--- src/rtl/order_tx_framer_pkg.sv ---
// order_tx_framer_pkg
// Shared definitions for the order TX framer:
//   - order opcodes carried in order_packet[31:16]
//   - default frame header byte
//   - framer FSM state encoding
//   - frame lengths in bytes, with and without the trailing checksum byte
package order_tx_framer_pkg;

  localparam logic [15:0] OPCODE_BUY  = 16'hB001;
  localparam logic [15:0] OPCODE_SELL = 16'hC001;

  localparam logic [7:0] DEFAULT_HDR_BYTE = 8'hA5;

  localparam int FRAME_LEN_CKSUM   = 6;
  localparam int FRAME_LEN_NOCKSUM = 5;

  typedef enum logic [1:0] {
    ST_IDLE = 2'd0,
    ST_HDR  = 2'd1,
    ST_PAY  = 2'd2,
    ST_CKS  = 2'd3
  } state_t;

endpackage

--- src/rtl/order_tx_framer_fifo.sv ---
// order_fifo
// Synchronous single-clock FIFO with a registered read port, so the
// storage maps onto block RAM. pop_data is loaded on the pop edge and then
// held until the next pop, which lets the consumer use it directly as the
// shadow copy of the popped word.
//
// Ports:
//   clk, rst     clock and synchronous active-high reset (empties the FIFO)
//   push         write push_data (ignored while full)
//   push_data    word to write
//   pop          read the head into pop_data (ignored while empty)
//   pop_data     registered head word captured by the last pop
//   full, empty  occupancy flags, derived from the registered count
//   count        number of stored words
module order_fifo #(
  parameter int WIDTH = 32,
  parameter int DEPTH = 8
) (
  input  logic                       clk,
  input  logic                       rst,
  input  logic                       push,
  input  logic [WIDTH-1:0]           push_data,
  input  logic                       pop,
  output logic [WIDTH-1:0]           pop_data,
  output logic                       full,
  output logic                       empty,
  output logic [$clog2(DEPTH):0]     count
);

  localparam int AW = $clog2(DEPTH);

  logic [WIDTH-1:0] mem [DEPTH];
  logic [AW-1:0]    wr_ptr_reg;
  logic [AW-1:0]    rd_ptr_reg;
  logic [AW:0]      count_reg;
  logic [WIDTH-1:0] pop_data_reg;

  logic push_ok;
  logic pop_ok;

  assign full    = (count_reg == (AW+1)'(DEPTH));
  assign empty   = (count_reg == '0);
  assign push_ok = push && !full;
  assign pop_ok  = pop && !empty;

  // Storage has no reset so it can be implemented as RAM.
  always_ff @(posedge clk) begin
    if (push_ok) begin
      mem[wr_ptr_reg] <= push_data;
    end
  end

  always_ff @(posedge clk) begin
    if (rst) begin
      wr_ptr_reg   <= '0;
      rd_ptr_reg   <= '0;
      count_reg    <= '0;
      pop_data_reg <= '0;
    end else begin
      // DEPTH is a power of two, so the pointers wrap naturally.
      if (push_ok) begin
        wr_ptr_reg <= wr_ptr_reg + 1'b1;
      end
      if (pop_ok) begin
        rd_ptr_reg   <= rd_ptr_reg + 1'b1;
        pop_data_reg <= mem[rd_ptr_reg];
      end
      case ({push_ok, pop_ok})
        2'b10:   count_reg <= count_reg + 1'b1;
        2'b01:   count_reg <= count_reg - 1'b1;
        default: count_reg <= count_reg;
      endcase
    end
  end

  assign pop_data = pop_data_reg;
  assign count    = count_reg;

endmodule

--- src/rtl/order_tx_framer.sv ---
// order_tx_framer
// Captures one-cycle order strobes into a small FIFO and serialises each
// order as a byte frame on a valid/ready byte interface:
//   HDR_BYTE, packet[31:24], [23:16], [15:8], [7:0] [, XOR of payload bytes]
// Orders that arrive while the FIFO is full are dropped and counted.
//
// Build option: define ORDER_TX_CKSUM_EN to append the checksum byte
// (6-byte frames, tx_last on the checksum). Without it frames are 5 bytes
// and tx_last marks payload byte 3.
//
// Ports:
//   clk, rst      clock and synchronous active-high reset
//   order_packet  32-bit order word, qualified by order_valid
//   order_valid   one-cycle strobe
//   tx_data       frame byte (registered)
//   tx_valid      tx_data is valid
//   tx_ready      consumer accepts the byte on tx_valid & tx_ready
//   tx_last       final byte of the frame
//   fifo_full     FIFO holds FIFO_DEPTH orders
//   drop_count    saturating count of orders dropped on a full FIFO
//   busy          a frame is in flight or orders are queued
module order_tx_framer
  import order_tx_framer_pkg::*;
#(
  parameter int          FIFO_DEPTH = 8,
  parameter logic [7:0]  HDR_BYTE   = DEFAULT_HDR_BYTE
) (
  input  logic         clk,
  input  logic         rst,
  input  logic [31:0]  order_packet,
  input  logic         order_valid,
  output logic [7:0]   tx_data,
  output logic         tx_valid,
  input  logic         tx_ready,
  output logic         tx_last,
  output logic         fifo_full,
  output logic [15:0]  drop_count,
  output logic         busy
);

  localparam int CW = $clog2(FIFO_DEPTH) + 1;

  state_t      state_reg;
  logic [1:0]  idx_reg;
  logic [7:0]  tx_data_reg;
  logic        tx_valid_reg;
  logic        tx_last_reg;
  logic [15:0] drop_count_reg;

  logic          fifo_push;
  logic          fifo_pop;
  logic          fifo_empty;
  logic          fifo_full_int;
  logic [CW-1:0] fifo_count;
  logic [31:0]   shadow;

  logic        handshake;
  logic        frame_end;
  logic [1:0]  idx_next;
  logic [7:0]  pay_bytes [4];

  order_fifo #(
    .WIDTH (32),
    .DEPTH (FIFO_DEPTH)
  ) u_fifo (
    .clk       (clk),
    .rst       (rst),
    .push      (fifo_push),
    .push_data (order_packet),
    .pop       (fifo_pop),
    .pop_data  (shadow),
    .full      (fifo_full_int),
    .empty     (fifo_empty),
    .count     (fifo_count)
  );

  // Full is judged on occupancy at the start of the cycle, so a pop on the
  // same edge never makes room for a write.
  assign fifo_push = order_valid && !fifo_full_int;
  assign handshake = tx_valid_reg && tx_ready;
  assign idx_next  = idx_reg + 2'd1;

  // Payload byte gi of the captured order, most significant byte first.
  for (genvar gi = 0; gi < 4; gi++) begin : g_pay
    assign pay_bytes[gi] = shadow[8*(3-gi) +: 8];
  end

`ifdef ORDER_TX_CKSUM_EN
  logic [7:0] cksum;
  assign cksum     = pay_bytes[0] ^ pay_bytes[1] ^ pay_bytes[2] ^ pay_bytes[3];
  assign frame_end = handshake && (state_reg == ST_CKS);
`else
  assign frame_end = handshake && (state_reg == ST_PAY) && (idx_reg == 2'd3);
`endif

  // The head is popped either when leaving IDLE or on the last-byte
  // handshake, so a queued frame starts with no idle gap.
  assign fifo_pop = !fifo_empty && ((state_reg == ST_IDLE) || frame_end);

  always_ff @(posedge clk) begin
    if (rst) begin
      state_reg    <= ST_IDLE;
      idx_reg      <= 2'd0;
      tx_valid_reg <= 1'b0;
      tx_data_reg  <= 8'h00;
      tx_last_reg  <= 1'b0;
    end else begin
      case (state_reg)
        ST_IDLE: begin
          if (!fifo_empty) begin
            state_reg    <= ST_HDR;
            tx_valid_reg <= 1'b1;
            tx_data_reg  <= HDR_BYTE;
            tx_last_reg  <= 1'b0;
          end
        end

        ST_HDR: begin
          if (handshake) begin
            state_reg   <= ST_PAY;
            idx_reg     <= 2'd0;
            tx_data_reg <= pay_bytes[0];
            tx_last_reg <= 1'b0;
          end
        end

        ST_PAY: begin
          if (handshake) begin
            if (idx_reg != 2'd3) begin
              idx_reg     <= idx_next;
              tx_data_reg <= pay_bytes[idx_next];
`ifdef ORDER_TX_CKSUM_EN
              tx_last_reg <= 1'b0;
`else
              tx_last_reg <= (idx_next == 2'd3);
`endif
            end else begin
`ifdef ORDER_TX_CKSUM_EN
              state_reg   <= ST_CKS;
              tx_data_reg <= cksum;
              tx_last_reg <= 1'b1;
`else
              // Last payload byte accepted: chain the next frame or idle.
              tx_last_reg <= 1'b0;
              if (!fifo_empty) begin
                state_reg   <= ST_HDR;
                tx_data_reg <= HDR_BYTE;
              end else begin
                state_reg    <= ST_IDLE;
                tx_valid_reg <= 1'b0;
              end
`endif
            end
          end
        end

`ifdef ORDER_TX_CKSUM_EN
        ST_CKS: begin
          if (handshake) begin
            tx_last_reg <= 1'b0;
            if (!fifo_empty) begin
              state_reg   <= ST_HDR;
              tx_data_reg <= HDR_BYTE;
            end else begin
              state_reg    <= ST_IDLE;
              tx_valid_reg <= 1'b0;
            end
          end
        end
`endif

        default: begin
          state_reg    <= ST_IDLE;
          tx_valid_reg <= 1'b0;
          tx_last_reg  <= 1'b0;
        end
      endcase
    end
  end

  always_ff @(posedge clk) begin
    if (rst) begin
      drop_count_reg <= 16'h0000;
    end else if (order_valid && fifo_full_int && (drop_count_reg != 16'hFFFF)) begin
      drop_count_reg <= drop_count_reg + 16'd1;
    end
  end

  assign tx_data    = tx_data_reg;
  assign tx_valid   = tx_valid_reg;
  assign tx_last    = tx_last_reg;
  assign fifo_full  = fifo_full_int;
  assign drop_count = drop_count_reg;
  assign busy       = (state_reg != ST_IDLE) || (fifo_count != '0);

endmodule

--- config.mk ---
export PLATFORM = sky130hd
export DESIGN_NAME = order_tx_framer
export DESIGN_NICKNAME = d
export VERILOG_FILES = /design/src/rtl/order_tx_framer_pkg.sv /design/src/rtl/order_tx_framer_fifo.sv /design/src/rtl/order_tx_framer.sv
export SDC_FILE = /design/constraint.sdc
export NUM_CORES = 1
export LEC_CHECK = 0
export ABC_AREA = 1
export CORE_MARGIN = 5
export CORE_UTILIZATION = 65
export CTS_CLUSTER_SIZE = 28
export DETAILED_ROUTE_END_ITERATION = 10
export GPL_TIMING_DRIVEN = 0
export PLACE_DENSITY = 0.87
export SLEW_MARGIN = 15
export SYNTH_ARGS = -nofsm -noshare
export SYNTH_HDL_FRONTEND = slang
export SYNTH_SLANG_ARGS = --single-unit
--- constraint.sdc ---
create_clock -name clk -period 7.2 [get_ports clk]
set_input_delay 0.72 -clock clk [delete_from_list [all_inputs] [get_ports clk]]
set_output_delay 0.72 -clock clk [all_outputs]
set_load 0.01 [all_outputs]
==> results of run 1 <==
## cells by family after synthesis
logic type	synth area share
simple gates	0.0900
xor+xnor	0.00646
buf+inv	0.0556
fa+ha+maj	0.0135
compound gates	0.161
flops	0.674
## cell usage after synthesis (3+ instances only)
| cell type | number | area share |
|---|---|---|
| edfxtp_1 | 256 | 0.57 |
| o21ai_0 | 192 | 0.071 |
| nand2_1 | 161 | 0.045 |
| a21oi_1 | 136 | 0.050 |
| nor2_1 | 109 | 0.030 |
| inv_1 | 104 | 0.029 |
| dfxtp_1 | 72 | 0.11 |
| o211ai_1 | 61 | 0.034 |
| clkbuf_1 | 39 | 0.011 |
| nand3_1 | 20 | 0.0074 |
| buf_2 | 16 | 0.0059 |
| ha_1 | 13 | 0.012 |
| buf_6 | 9 | 0.0075 |
| xnor2_1 | 6 | 0.0039 |
| nand4_1 | 5 | 0.0023 |
| buf_1 | 4 | 0.0011 |
| xor2_1 | 4 | 0.0026 |
| nand2_2 | 3 | 0.0014 |
| o211ai_2 | 3 | 0.0028 |
| o21ai_1 | 3 | 0.0011 |
## layout make-up
cell class / instances / share of cell area
Tap cell: 270 / 0.0214
Clock buffer: 40 / 0.0539
Timing Repair Buffer: 71 / 0.0535
Buffer: 69 / 0.0222
Multi-Input combinational cell: 727 / 0.236
Inverter: 107 / 0.0255
Sequential cell: 328 / 0.578
Clock inverter: 16 / 0.00990
## worst max-delay path: stages (launching register included)
cell     delay, ns
dfxtp_1       0.35
inv_1         0.11
ha_1          0.25
nand2_1       0.13
o21ai_1       0.18
nand2_2       0.16
inv_2         0.10
buf_4         0.17
buf_2         0.26
ha_1          0.28
ha_1          0.29
nand2_1       0.09
nand2_1       0.05
nor2_1        0.12
xor2_1        0.16
nand2_1       0.06
a21oi_1       0.11
## routing by layer
metal | GRT usage | vias to the layer above | wire length, um
li1 | - | 4550 | -
met1 | 0.365 | 4853 | 12700
met2 | 0.487 | 741 | 17200
met3 | 0.0623 | 130 | 4120
met4 | 0.127 | 0 | 1460
met5 | 0 | - | 0
## stage by stage
stage                     power (W)  cell area, um^2  hold slack (ns)
after floorplan             0.00323            13500            0.460
after global placement      0.00370            14500            0.453
after detailed placement    0.00378            14800            0.455
after CTS                   0.00540            15800            0.465
after global routing        0.00566            15800            0.486
final                       0.00546            15800            0.463
## worst max-delay path by stage
stage	start	slack [ns]	depth (start not counted)	end
after global placement	order_valid	2.47	5	u_fifo.mem[4][21]$_DFFE_PP_
after CTS	state_reg[0]$_SDFFE_PP0P_	4.34	16	u_fifo.count[3]$_SDFFE_PP0P_
final	state_reg[0]$_SDFFE_PP0P_	4.26	16	u_fifo.count[3]$_SDFFE_PP0P_
after detailed placement	tx_ready	3.86	15	u_fifo.count[3]$_SDFFE_PP0P_
after global routing	state_reg[0]$_SDFFE_PP0P_	4.01	16	u_fifo.count[3]$_SDFFE_PP0P_
after floorplan	order_valid	4.39	4	u_fifo.mem[0][0]$_DFFE_PP_
## power by group through the flow
stage               Sequential (W)  Combinational (W)  Clock (W)
CTS                        0.00229            0.00150    0.00161
floorplan                  0.00231           0.000926          0
global route               0.00230            0.00166    0.00170
global placement           0.00232            0.00137          0
finish                     0.00230            0.00155    0.00161
detailed placement         0.00232            0.00145          0
==> results.ini, run 1 <==
[grt]
grt_pass1_vias=10000
overflow=0
track_usage=0.289
grt_pass1_wl_um=53700
antenna_found_initial=0
grt_max_degree=23

[clocking]
post_cts_buffers=0
clockRootBuffer=clkbuf_16
clkSinkCount=328
cts_tree=yes
cts_buffers=30
holdBufCountCts=0
clock_latency_ns=0.56
cts_max_path_buffers=3
ctsResizeCount=0
ctsHtreeMaxLevel=1
path_clk_slew_ns=0.07

[placed_design]
port_buffers=62
dpl.cell_count=1572
post-dp-hpwl_um=21900
gp_congestion=0.901
preCtsSetupSlack_ns=3.86

[timing]
final_max_slew_viol_count=0
skew_ns=0.00931
period_needed_ns=2.94
finalSetupViolCount=0
worst_slack_ns=4.26
tns_ns=0
rsz0062_at_grt=false
worstMarginPinSlew_ns=0.873
max_freq_mhz=340
relSlewSlack=0.418
hold_viol=0
period_share=0.408

[logic_synthesis]
seq_area_frac_synth=0.674
synth_edf_count=256
synth_top_flop_cell=edfxtp_1
syn_avg_cell_area_um2=11.0
synth_cells=1231
ys_seq_elements=328
ys_types=33
yosys_warnings=0
syn_nets=1281
syn_area_um2=13500
async_flop_share=0

[floorplanning]
core_um2=20400
die-area_um2=23800
io_pins=64
start_util=0.665
die_w_um=154
rows=52
die_y_um=154

[run_status]
outcome=complete, no violations

[pwr]
powerDensity_nw_per_um2=345
p_clk_frac=0.295
seq_power_share=0.421
vdd_drop_max_mv=0.234
p_leak_nw=5.57
switching_share=0.337
intPower_w=0.00362
combinationalPowerShare=0.285
p_switching_w=0.00184

[final_layout]
regArea_um2=9130
fin_cells=1628
multi_input_comb_area_um2=3730
drive_above_1_share=0.0758
antennaDiodeCount=0
area_growth_pct=16.6
largest_reg_flops=256
final_cell_mix=256 x edfxtp_1, 192 x o21ai_0, 161 x nand2_1, 136 x a21oi_1, 104 x inv_1
post-route-util=0.776
layout.nets=1384
final_common_cell=edfxtp_1
fill_cells=1179

[detailed_routing]
drtPass1Iterations=8
drt-total-wl_um=35500
first_iter_violations=1480
drcViolationCount=0
ant_nets=0
viasPerCell=6.31
vias=10300
wl_per_cell_um=21.8

[worst_setup_path]
cp.required_ns=7.68
r2r_end=u_fifo.count[3]$_SDFFE_PP0P_
reg2reg_depth=16
regToRegSetupSlack_ns=4.26
arrival_ns=3.42
r2r-start=state_reg[0]$_SDFFE_PP0P_
worstSetupPathType=reg -> reg
endpoint_kind=flip-flop
crit_fanout=10
cp-start-kind=flip-flop

[run]
cap_viol_max_count=0

[worst_hold_path]
hold_depth=2
hp-class=reg -> reg
min_from=tx_data[6]$_SDFFE_PP0P_
min_to=tx_data[6]$_SDFFE_PP0P_

(Power assumes the default switching activity.)
==> run 2: changes to the inputs <==
--- a/config.mk
+++ b/config.mk
@@ -7,11 +7,11 @@
 export LEC_CHECK = 0
 export ABC_AREA = 1
 export CORE_MARGIN = 5
-export CORE_UTILIZATION = 65
+export CORE_UTILIZATION = 60
 export CTS_CLUSTER_SIZE = 28
 export DETAILED_ROUTE_END_ITERATION = 10
 export GPL_TIMING_DRIVEN = 0
-export PLACE_DENSITY = 0.87
+export PLACE_DENSITY = 0.81
 export SLEW_MARGIN = 15
 export SYNTH_ARGS = -nofsm -noshare
 export SYNTH_HDL_FRONTEND = slang
==> constraint.sdc (replaced) <==
create_clock -name clk -period 2.82 [get_ports clk]
set_input_delay 0.282 -clock clk [delete_from_list [all_inputs] [get_ports clk]]
set_output_delay 0.282 -clock clk [all_outputs]
set_load 0.01 [all_outputs]
==> run 2 against run 1 <==
Compared with the run above:
- clock power increased to 2.8 times the previous value
- highest routed layer unchanged
- clock skew up 0.014 ns
- non-clock buffer count down 2
==> results.ini, run 2 (synthesized netlist as in run 1, its figures left out) <==
[pwr]
powerDensity_nw_per_um2=895  ; +160%
p_clk_frac=0.316  ; +0.021
seq_power_share=0.410  ; -0.011
intPower_w=0.00953  ; +160%
vdd_drop_max_mv=0.719  ; +210%
p_switching_w=0.00472  ; +160%
combinationalPowerShare=0.273  ; -0.012
switching_share=0.331  ; -0.00608
p_leak_nw=5.62  ; +0.94%

[worst_setup_path]
reg2reg_depth=15  ; -1
cp.required_ns=3.24  ; -4.44 ns
crit_fanout=19  ; +9
crit_family=adder cells
cp_common_cell=nand2_1
worstPathCellList=inv_1, ha_1, nand2_1, o21ai_1, nand2_2, inv_2, buf_6, ha_2, ha_1, nand2_1, nand2_1, nor2_1, xor2_1, nand2_1, a21oi_1
worstSetupPathType=reg -> reg
endpoint_kind=flip-flop
slowest_stage=dfxtp_1
max_stage_delay_ns=0.34  ; about the same
arrival_ns=3.02  ; -0.40 ns
path_depth=15  ; -1
regToRegSetupSlack_ns=0.22  ; -4.04 ns
cp-start-kind=flip-flop
crit_buf_inv=3  ; -1

[timing]
max_freq_mhz=385  ; +13%
tns_ns=0  ; unchanged
hold_viol=0  ; unchanged
whs_ns=0.129  ; -0.334 ns
final_max_slew_viol_count=0  ; unchanged
relSlewSlack=0.431  ; +0.0127
worstMarginPinSlew_ns=0.854  ; -0.0191 ns
period_share=0.922  ; +0.514
finalSetupViolCount=0  ; unchanged
rsz0062_at_grt=false
period_needed_ns=2.60  ; -0.338 ns
skew_ns=0.0233  ; +0.0140 ns
worst_slack_ns=0.220  ; -4.04 ns

[placed_design]
preCtsSetupSlack_ns=-0.0800  ; -3.94 ns
post-dp-hpwl_um=22400  ; +2.5%
gp_congestion=0.894  ; -0.78%
dpl.cell_count=1586  ; +0.89%
port_buffers=62  ; unchanged
placed_cell_area_um2=14800  ; about the same

[detailed_routing]
first_iter_violations=1177  ; -20%
wl_per_cell_um=20.8  ; -4.6%
ant_nets=0  ; unchanged
vias=9946  ; -3.2%
drcViolationCount=0  ; unchanged
drtPass1Iterations=6  ; -2
drt-total-wl_um=34200  ; -3.6%
viasPerCell=6.05  ; -4.2%

[floorplanning]
rows=55  ; +5.8%
io_pins=64  ; unchanged
die-area_um2=25700  ; +7.8%
core_um2=22400  ; +10%
die_w_um=160  ; +3.8%
die_y_um=160  ; +3.8%
start_util=0.604  ; -0.0614

[final_layout]
fin_cells=1645  ; +1.0%
final_common_cell=edfxtp_1
largest_reg_flops=256  ; unchanged
multi_input_comb_area_um2=3730  ; about the same
antennaDiodeCount=0  ; unchanged
design_area_um2=15900  ; +0.82%
regArea_um2=9130  ; unchanged
area_growth_pct=17.6
fill_cells=1531  ; +30%
final_cell_mix=256 x edfxtp_1, 192 x o21ai_0, 161 x nand2_1, 136 x a21oi_1, 104 x inv_1
layout.nets=1386  ; +0.14%
drive_above_1_share=0.0816  ; +0.00577

[grt]
antenna_found_initial=0  ; unchanged
grt_pass1_vias=9650  ; -3.8%
track_usage=0.264  ; -0.0255
grt_max_degree=23  ; unchanged
grt_pass1_wl_um=53000  ; -1.2%
overflow=0  ; unchanged

[clocking]
cts_tree=yes
clock_latency_ns=0.52  ; -0.04 ns
clockRootBuffer=clkbuf_16
path_clk_slew_ns=0.07  ; about the same
cts_buffers=34  ; +13%
ctsHtreeMaxLevel=2  ; +1
cts_max_path_buffers=3  ; unchanged
clkSinkCount=328  ; unchanged

[worst_hold_path]
hp-class=in -> reg
hold_depth=2  ; unchanged

[run]
cap_viol_max_count=0  ; unchanged

[run_status]
outcome=complete, no violations

run 2: changes by cell type in the layout (fill, tap and decap cells not counted), moves of 2 or more:
cell       delta
buf_12        -2
clkinv_1      -2
clkbuf_1      -3
clkinv_2      +2
clkbuf_16     +4
run 2: stage by stage:
stage	power, W	util
floorplan	0.00826	-
global placement	0.00952	0.647
detailed placement	0.00972	0.660
CTS	0.0142	0.710
global route	0.0149	0.710
finish	0.0143	0.710
run 2: cell type report:
cell class | count | share of cell area
multi-input combinational | 727 | 0.234
tap | 285 | 0.0224
clock buffer | 42 | 0.0599
timing repair buffer | 70 | 0.0523
inverter | 107 | 0.0253
clock inverter | 18 | 0.0110
sequential | 328 | 0.573
buffer | 68 | 0.0219
run 2: what timing repair did:
item | 4_1_cts | 5_1_grt
hold buffers | 0 | 0
endpoints found under the setup margin | 1 | 1
resized for setup | 0 | 2
buffers inserted | 0 | 0
run 2: power by group through the flow:
stage / registers (W) / clock network (W) / logic [W]
floorplan: 0.00589 / 0 / 0.00236
global placement: 0.00594 / 0 / 0.00358
detailed placement: 0.00594 / 0 / 0.00378
CTS: 0.00584 / 0.00452 / 0.00380
global route: 0.00588 / 0.00473 / 0.00425
finish: 0.00585 / 0.00451 / 0.00390
run 2: worst register-to-register path, stage by stage (launching register included):
cell     delay (ns)
dfxtp_1        0.34
inv_1          0.10
ha_1           0.22
nand2_1        0.11
o21ai_1        0.17
nand2_2        0.14
inv_2          0.11
buf_6          0.18
ha_2           0.24
ha_1           0.27
nand2_1        0.10
nand2_1        0.05
nor2_1         0.13
xor2_1         0.16
nand2_1        0.06
a21oi_1        0.13
run 2: worst paths after layout:
path                             start                      endpoint
min                                rst       tx_data[2]$_SDFFE_PP0P_
max reg2reg  state_reg[0]$_SDFFE_PP0P_  u_fifo.count[3]$_SDFFE_PP0P_
min reg2reg    tx_data[6]$_SDFFE_PP0P_       tx_data[6]$_SDFFE_PP0P_
max          state_reg[0]$_SDFFE_PP0P_  u_fifo.count[3]$_SDFFE_PP0P_
run 2: layer usage:
metal / vias to the layer above / global-route usage / share of wire
met4: 0 / 0.0841 / 0.029
met2: 559 / 0.450 / 0.49
met1: 4757 / 0.338 / 0.38
met5: - / 0 / 0
li1: 4552 / - / -
met3: 78 / 0.0599 / 0.10
==> patch (settings of run 2) <==
The parameter `FIFO_DEPTH` goes from 8 to 16.
--- a/src/rtl/order_tx_framer.sv
+++ b/src/rtl/order_tx_framer.sv
@@ -23,5 +23,5 @@
   import order_tx_framer_pkg::*;
 #(
-  parameter int          FIFO_DEPTH = 8,
+  parameter int          FIFO_DEPTH = 16,
   parameter logic [7:0]  HDR_BYTE   = DEFAULT_HDR_BYTE
 ) (
Formal check against the unedited RTL: no difference found for any inputs over 4 cycles, from zero or initial values and one cycle with rst high; that may be too few to reach the edited logic, so the function may still have changed.
==> patch against run 2 <==
- sequential cell count rose by 259
- setup slack worse by 0.077 ns
- first-iteration DRC count increased by 130%
- cell area increased by 85%
- wire length up 110%
- total power is 79% higher
- synthesized area rose by 90%
- critical path type unchanged
- largest cell class unchanged
==> patch: results <==
[cts]
clk_latency_ns = 0.62
clock_sink_count = 587

[global_route]
globalRouteMet1Util = 0.374
global_route.usage.total = 0.299
grt_pass1_wl_um = 107000
grt_pass1_vias = 19200
grt_util_met2 = 0.480

[layout]
proportion_of_cell_area_occupied_by_multi_input_gates = 0.236
layoutNonFillerInstCount = 3344
layout.nets = 2809
fraction_of_area_in_clock_buffers_and_inverters = 0.0624
n_all_buffers = 203
drive_gt1_frac = 0.0856
sh_seq_area = 0.573
layout.clock_buffers = 77
layout.filler_cells = 2877

[yosys]
yosys.cell_types.count = 37

[setup_path]
rr_worst_depth = 7
timing.rr.start = u_fifo.count[1]
rrSetupSlack_ns = 0.14
critical_path_peak_fanout = 18

[routing]
avgViaCountPerCell = 5.83
routed_wirelength_um = 71200
number_of_search_and_repair_iterations_in_the_first_detailed_routing_pass = 8

[power]
leakage_nw = 12.3

[place]
detailedPlace.worstSlack_ns = -0.0877
dpl.hpwl_um = 46800
placedInstanceArea_um2 = 27600

[run_status]
status = finished clean

[sta]
hold_ws_ns = 0.260
clock_skew_ns = 0.0136

[hold_path]
min_path_cells = 3
## patch: cell types whose count changed in the layout (fill, tap and decap cells not counted), sizes merged, moves of 19 or more
cell,run 2,this run
nand3,21,381
clkbuf,81,100
buf,37,118
edfxtp,256,512
o21ai,196,27
o211ai,64,4
nor2,112,87
nand2,164,952
a21oi,136,55
inv,106,351
## patch: routing by layer
metal / share of wire / up-vias / wire [um]
li1: - / 8778 / -
met1: 0.35 / 9025 / 24900
met2: 0.46 / 1367 / 32700
met3: 0.13 / 322 / 9190
met4: 0.063 / 0 / 4480
met5: 0 / - / 0
## patch: power groups by stage
stage	combinational [mW]	clock, mW	sequential [mW]
after CTS	7.68	7.49	10.1
after floorplan	4.86	0	10.2
after global routing	8.57	7.90	10.1
after detailed placement	7.57	0	10.3
final	7.98	7.49	10.1
after global placement	7.23	0	10.3
## patch: logic make-up (layout without fill, tap and decap cells)
logic type | count (synthesis) | after routing | synth area share
simple gates | 1432 | 1432 | 0.231
compound gates | 90 | 90 | 0.0197
fa+ha+maj | 17 | 17 | 0.00826
flops | 587 | 587 | 0.656
buf+inv | 478 | 665 | 0.0807
xor+xnor | 14 | 14 | 0.00476
## patch: how the worst max path moves through the flow
stage	startpoint	to	slack (ns)	depth (start not counted)
final	u_fifo.count[1]	u_fifo.mem[0][14]	0.14	7
after global routing	state_reg[0]	u_fifo.count[4]	0.009	18
after CTS	state_reg[0]	u_fifo.count[4]	0.009	18
after detailed placement	state_reg[0]	u_fifo.count[4]	-0.09	18
after global placement	order_valid	u_fifo.mem[11][17]	-1.67	5
after floorplan	u_fifo.count[0]	u_fifo.mem[11][0]	0.09	6
## patch: worst reg2reg max path, delay by kind of cell (launching register included)
family / cells / cell delay (ns)
and+or+nand+nor: 5 / 1.44
DFF: 1 / 0.47
buffers and inverters: 2 / 0.45
